File: src/rtl/line_refill_unit_if.sv
`default_nettype none
// ============================================================================
// Module      : line_refill_unit_if
// Description : Cache-side miss/line signals and word-wide memory bus of the
//               line refill unit.
// Revision    : 1.0
// ============================================================================
interface line_refill_unit_if #(
    parameter int NrWordsPerLine = 4,
    parameter int LineSize       = 32 * NrWordsPerLine
);
    logic [31:0]         req_addr_i;
    logic                req_en_i;
    logic                line_valid_o;
    logic [LineSize-1:0] line_data_o;
    logic                mem_req_o;
    logic [31:0]         mem_addr_o;
    logic                mem_gnt_i;
    logic                mem_rvalid_i;
    logic [31:0]         mem_rdata_i;

    modport master (
        output req_addr_i, req_en_i, mem_gnt_i, mem_rvalid_i, mem_rdata_i,
        input  line_valid_o, line_data_o, mem_req_o, mem_addr_o
    );

    modport slave (
        input  req_addr_i, req_en_i, mem_gnt_i, mem_rvalid_i, mem_rdata_i,
        output line_valid_o, line_data_o, mem_req_o, mem_addr_o
    );
endinterface
`default_nettype wire

File: src/rtl/line_refill_unit.sv
`default_nettype none
// ============================================================================
// Module      : line_refill_unit
// Description : Fetches a cache line word by word from memory, one outstanding
//               read at a time, and returns it with a single-cycle valid pulse.
// Revision    : 1.0
// ============================================================================
module line_refill_unit #(
    parameter int NrWordsPerLine = 4,
    parameter int LineSize       = 32 * NrWordsPerLine
) (
    input  wire logic         clk_i,
    input  wire logic         rst_i,
    line_refill_unit_if.slave bus
);
    localparam int CNT_W = (NrWordsPerLine > 1) ? $clog2(NrWordsPerLine) : 1;
    localparam int OFF_W = CNT_W + 2;

    typedef enum logic [2:0] {
        S_IDLE  = 3'd0,
        S_ISSUE = 3'd1,
        S_WAIT  = 3'd2,
        S_DRAIN = 3'd3,
        S_DONE  = 3'd4
    } state_t;

    state_t              state_q;
    state_t              state_d;
    logic [31:0]         base_q;
    logic [CNT_W-1:0]    word_cnt;
    logic [LineSize-1:0] line_q;
    logic                abort;
    logic                last_word;
    logic                mem_req;
    logic                line_valid;

    // A fill is abandoned as soon as the cache stops asking for this line.
    assign abort     = !bus.req_en_i ||
                       (bus.req_addr_i[31:OFF_W] != base_q[31:OFF_W]);
    assign last_word = (word_cnt == CNT_W'(NrWordsPerLine - 1));

    assign bus.mem_req_o    = mem_req;
    assign bus.mem_addr_o   = base_q + {{(32-OFF_W){1'b0}}, word_cnt, 2'b00};
    assign bus.line_valid_o = line_valid;
    assign bus.line_data_o  = line_q;

    always_comb begin
        state_d    = state_q;
        mem_req    = 1'b0;
        line_valid = 1'b0;
        unique case (state_q)
            S_IDLE: begin
                if (bus.req_en_i) state_d = S_ISSUE;
            end
            S_ISSUE: begin
                mem_req = 1'b1;
                if (abort)              state_d = bus.mem_gnt_i ? S_DRAIN : S_IDLE;
                else if (bus.mem_gnt_i) state_d = S_WAIT;
            end
            S_WAIT: begin
                if (bus.mem_rvalid_i) begin
                    if (abort)          state_d = S_IDLE;
                    else if (last_word) state_d = S_DONE;
                    else                state_d = S_ISSUE;
                end else if (abort) begin
                    state_d = S_DRAIN;
                end
            end
            S_DRAIN: begin
                if (bus.mem_rvalid_i) state_d = S_IDLE;
            end
            S_DONE: begin
                line_valid = bus.req_en_i && !abort;
                state_d    = S_IDLE;
            end
            default: state_d = S_IDLE;
        endcase
    end

    always_ff @(posedge clk_i) begin
        if (rst_i) begin
            state_q  <= S_IDLE;
            base_q   <= '0;
            word_cnt <= '0;
            line_q   <= '0;
        end else begin
            state_q <= state_d;
            case (state_q)
                S_IDLE: begin
                    if (bus.req_en_i) begin
                        base_q   <= {bus.req_addr_i[31:OFF_W], {OFF_W{1'b0}}};
                        word_cnt <= '0;
                    end
                end
                S_WAIT: begin
                    if (bus.mem_rvalid_i) begin
                        line_q[32*int'(word_cnt) +: 32] <= bus.mem_rdata_i;
                        if (!abort && !last_word) word_cnt <= word_cnt + 1'b1;
                    end
                end
                default: ;
            endcase
        end
    end
endmodule
`default_nettype wire

File: src/flat_wrapper.sv
// flat-port wrapper written by rule: the top's interface ports become plain ports
module line_refill_unit_flat 
#(
    parameter int NrWordsPerLine = 4,
    parameter int LineSize       = 32 * NrWordsPerLine
)
  (clk_i, rst_i, bus_req_addr_i, bus_req_en_i, bus_mem_gnt_i, bus_mem_rvalid_i, bus_mem_rdata_i, bus_line_valid_o, bus_line_data_o, bus_mem_req_o, bus_mem_addr_o);
  line_refill_unit_if #(.NrWordsPerLine(NrWordsPerLine), .LineSize(LineSize)) bus_i ();
  input  wire logic clk_i;
  input  wire logic rst_i;
  input wire logic [$bits(bus_i.req_addr_i)-1:0] bus_req_addr_i;
  input wire logic [$bits(bus_i.req_en_i)-1:0] bus_req_en_i;
  input wire logic [$bits(bus_i.mem_gnt_i)-1:0] bus_mem_gnt_i;
  input wire logic [$bits(bus_i.mem_rvalid_i)-1:0] bus_mem_rvalid_i;
  input wire logic [$bits(bus_i.mem_rdata_i)-1:0] bus_mem_rdata_i;
  output wire logic [$bits(bus_i.line_valid_o)-1:0] bus_line_valid_o;
  output wire logic [$bits(bus_i.line_data_o)-1:0] bus_line_data_o;
  output wire logic [$bits(bus_i.mem_req_o)-1:0] bus_mem_req_o;
  output wire logic [$bits(bus_i.mem_addr_o)-1:0] bus_mem_addr_o;
  assign bus_i.req_addr_i = bus_req_addr_i;
  assign bus_i.req_en_i = bus_req_en_i;
  assign bus_i.mem_gnt_i = bus_mem_gnt_i;
  assign bus_i.mem_rvalid_i = bus_mem_rvalid_i;
  assign bus_i.mem_rdata_i = bus_mem_rdata_i;
  assign bus_line_valid_o = bus_i.line_valid_o;
  assign bus_line_data_o = bus_i.line_data_o;
  assign bus_mem_req_o = bus_i.mem_req_o;
  assign bus_mem_addr_o = bus_i.mem_addr_o;
  line_refill_unit #(.NrWordsPerLine(NrWordsPerLine), .LineSize(LineSize)) u_core (.clk_i(clk_i), .rst_i(rst_i), .bus(bus_i));
endmodule
File: config.mk
export PLATFORM = sky130hd
export DESIGN_NAME = line_refill_unit_flat
export DESIGN_NICKNAME = d
export VERILOG_FILES = /design/src/rtl/line_refill_unit_if.sv /design/src/rtl/line_refill_unit.sv /design/src/flat_wrapper.sv
export SDC_FILE = /design/constraint.sdc
export NUM_CORES = 1
export LEC_CHECK = 0
export BUFFER_PORTS_ARGS = -buffer_cell sky130_fd_sc_hd__buf_2
export CAP_MARGIN = 40
export CORE_UTILIZATION = 49
export CTS_CLUSTER_DIAMETER = 100
export DETAILED_ROUTE_END_ITERATION = 12
export PLACE_DENSITY = 0.79
export SLEW_MARGIN = 20
export SYNTH_ARGS = -nofsm -noshare
export SYNTH_HDL_FRONTEND = slang
export SYNTH_SLANG_ARGS = --single-unit
File: constraint.sdc
create_clock -name clk_i -period 2.15 [get_ports clk_i]
set_clock_uncertainty 0.1 [all_clocks]
set_input_delay 0.1075 -clock clk_i [delete_from_list [all_inputs] [get_ports clk_i]]
set_output_delay 0.1075 -clock clk_i [all_outputs]
set_load 0.01 [all_outputs]
==> flow_summary.json <==
{
  "insertion_delay_ns": 0.42,
  "num_rows": 41,
  "floorplan.initialDensity_pct": 50.6,
  "ir_drop_mv": 0.744,
  "cts_root_buffer": "clkbuf_16",
  "synth-seq-cells": 161,
  "fp.dieH_um": 116,
  "clock-sinks": 161,
  "portBuffers": 224,
  "async_reset_ff_share_pct": 0,
  "overflow": 0,
  "post-route-util_pct": 72.1,
  "drt_iter0_drc": 666,
  "first_global_vias": 6399,
  "layout_min_cycle_time_ns": 2.24,
  "critPathMaxStageDelay_ns": 0.42,
  "ys_warn_count": 0,
  "antenna_found_initial": 1,
  "cpLargestDelayFamily": "simple AND/OR/NAND/NOR gates",
  "die_w_um": 116,
  "drt-pass1-iter-count": 6,
  "failed_checks": "negative setup slack",
  "synth_edf_count": 0,
  "drive_gt1_share_pct": 29.5,
  "setup_violations": 1,
  "critPathBufInv": 1,
  "clk_pin_slew_worst_paths_ns": 0.06,
  "drcViolationCount": 0,
  "postLayoutCellArea_um2": 9140,
  "track_usage_pct": 31.7,
  "drtAntennaViolNets": 0,
  "finalCritPeriodShare_pct": 104,
  "grt_pass1_wl_um": 32800,
  "routed_wl_um": 21900,
  "required_ns": 1.94,
  "fmax_ghz": 0.447,
  "synth_area_um2": 6410,
  "vias": 6943,
  "numCtsBuffers": 17,
  "ios": 231,
  "cap_violations": 0,
  "worst_slack_ns": -0.0884,
  "ys_types": 35,
  "nets": 1144,
  "dpl-instance-area_um2": 7750,
  "power.density_nw_per_um2": 754,
  "drv_slew": 0,
  "grt_max_degree": 69,
  "synthCells": 803,
  "area_growth_pct": 42.6,
  "slew_headroom_pct": 49.4,
  "cp-start-kind": "flop",
  "mostFrequentLayoutCells": "buf_2, nand2_1, a21oi_1",
  "seq_area_frac_synth_pct": 50.3,
  "p_leak_uw": 0.00380,
  "worstPathMaxFanout": 3,
  "dp.cells": 1158,
  "place.gp.congestion": 0.790,
  "endpoint_kind": "primary output",
  "stdcell_count": 1254,
  "crit_chain": "xnor2_2 > nand4_1 > nor4_2 > nand3_2 > nor4b_2 > buf_2",
  "final_common_cell": "buf_2",
  "hold_viol_final": 0,
  "arrival_ns": 2.03,
  "rsz0062_at_grt": "yes",
  "wl_per_cell_um": 17.5,
  "setup_tns_ns": -0.0884,
  "synthFlopType": "dfxtp_1",
  "status": "finished, violations left",
  "tightest_slew_ns": 0.758,
  "cts_tree": "built",
  "hold_path.class": "input port to flop",
  "avgSynthCellArea_um2": 7.98,
  "dieArea_um2": 13500,
  "via_per_inst": 5.54,
  "dpl.hpwl_um": 12900,
  "clockBufferDepth": 2,
  "htree_levels": 4,
  "coreArea_um2": 12700,
  "crit_slowest_cell": "dfxtp_1",
  "path_class": "flop to primary output"
}
==> per-stage QoR <==
step	hold slack [ns]	setup slack, ns	power, uW
after floorplan	0.143	0.101	3400
after global placement	0.268	0.244	3610
after detailed placement	0.273	0.211	3610
after CTS	0.0666	-0.0323	6850
after global routing	0.116	-0.149	7080
final	0.0742	-0.0884	6890
==> metal layers <==
metal	vias up	wire, um	GRT usage, %
li1	3260	-	-
met1	3246	8310	36.3
met2	374	10900	55.1
met3	63	1980	9.03
met4	0	715	13.2
met5	-	0	0
==> Yosys cell counts, types with 2 or more instances <==
master / count / area share [%]
buf_4: 3 / 0.35
nor4b_1: 3 / 0.41
and2_1: 3 / 0.29
nand4_1: 10 / 0.98
dfxtp_1: 161 / 50
a21oi_1: 156 / 12
nor4_1: 2 / 0.20
nand3_1: 133 / 10
buf_2: 23 / 1.8
nand2b_1: 7 / 0.68
xnor2_1: 24 / 3.3
ha_1: 6 / 1.2
nand2_1: 196 / 11
clkbuf_1: 42 / 2.5
nor3b_1: 4 / 0.47
inv_1: 3 / 0.18
nor2_1: 3 / 0.18
nor3_1: 6 / 0.47
mux2i_1: 2 / 0.31
==> cell families after synthesis <==
logic type / count (synthesis) / synth area share [%]
other cells: 1 / 0.0585
compound gates: 159 / 12.5
fa+ha+maj: 6 / 1.17
simple gates: 378 / 27.4
xor+xnor: 25 / 3.42
mux: 2 / 0.312
buf+inv: 71 / 4.78
flops: 161 / 50.3
==> worst register-to-register path: cells and delay by family, from the launching register on <==
kind,cells,cell delay (ns)
xor gates and xnor gates,1,0.16
buffers and inverters,1,0.17
DFF,1,0.42
muxes,1,0.21
and+or+nand+nor,4,0.89
==> power breakdown <==
part           internal [uW]  switching [uW]  total [uW]
clock network           1990            1190        3180
logic                    280             337         617
registers               3040            52.0        3090
total                   5310            1580        6890
==> final cells by class <==
class / instances / area, um^2
Clock inverter: 11 / 161
Sequential cell: 161 / 3240
Timing Repair Buffer: 314 / 2030
Antenna cell: 1 / 2.50
Multi-Input combinational cell: 572 / 3020
Clock buffer: 20 / 457
Inverter: 3 / 11.3
Fill cell: 963 / 3540
Tap cell: 172 / 215
==> state kept, by name (all words and copies together) (netlist names) <==
register and cells:
u_core.bus.line_data_o 128, u_core.state_q 3, u_core.word_cnt 2, u_core.base_q 28
==> repair_timing <==
| item | in CTS | in global routing |
|---|---|---|
| hold buffers | 62 | 0 |
| hold endpoints to repair | 157 | 0 |
| setup endpoints to repair | 1 | 2 |
| gates resized for setup | 14 | 13 |
| pin swaps | 12 | 6 |
| setup buffers | 2 | 0 |
==> final timing paths <==
kind | start | endpoint | slack, ns | depth (start not counted)
max | u_core.base_q[16]$_SDFFE_PP0P_ | bus_line_valid_o | -0.09 | 6
min | bus_req_addr_i[14] | u_core.base_q[14]$_SDFFE_PP0P_ | 0.07 | 4
max reg2reg | u_core.base_q[16]$_SDFFE_PP0P_ | u_core.word_cnt[0]$_SDFFE_PP0P_ | 0.14 | 7
min reg2reg | u_core.bus.line_data_o[14]$_SDFFE_PP0P_ | u_core.bus.line_data_o[14]$_SDFFE_PP0P_ | 0.35 | 2
No activity file was read; power rests on OpenSTA's default activity.
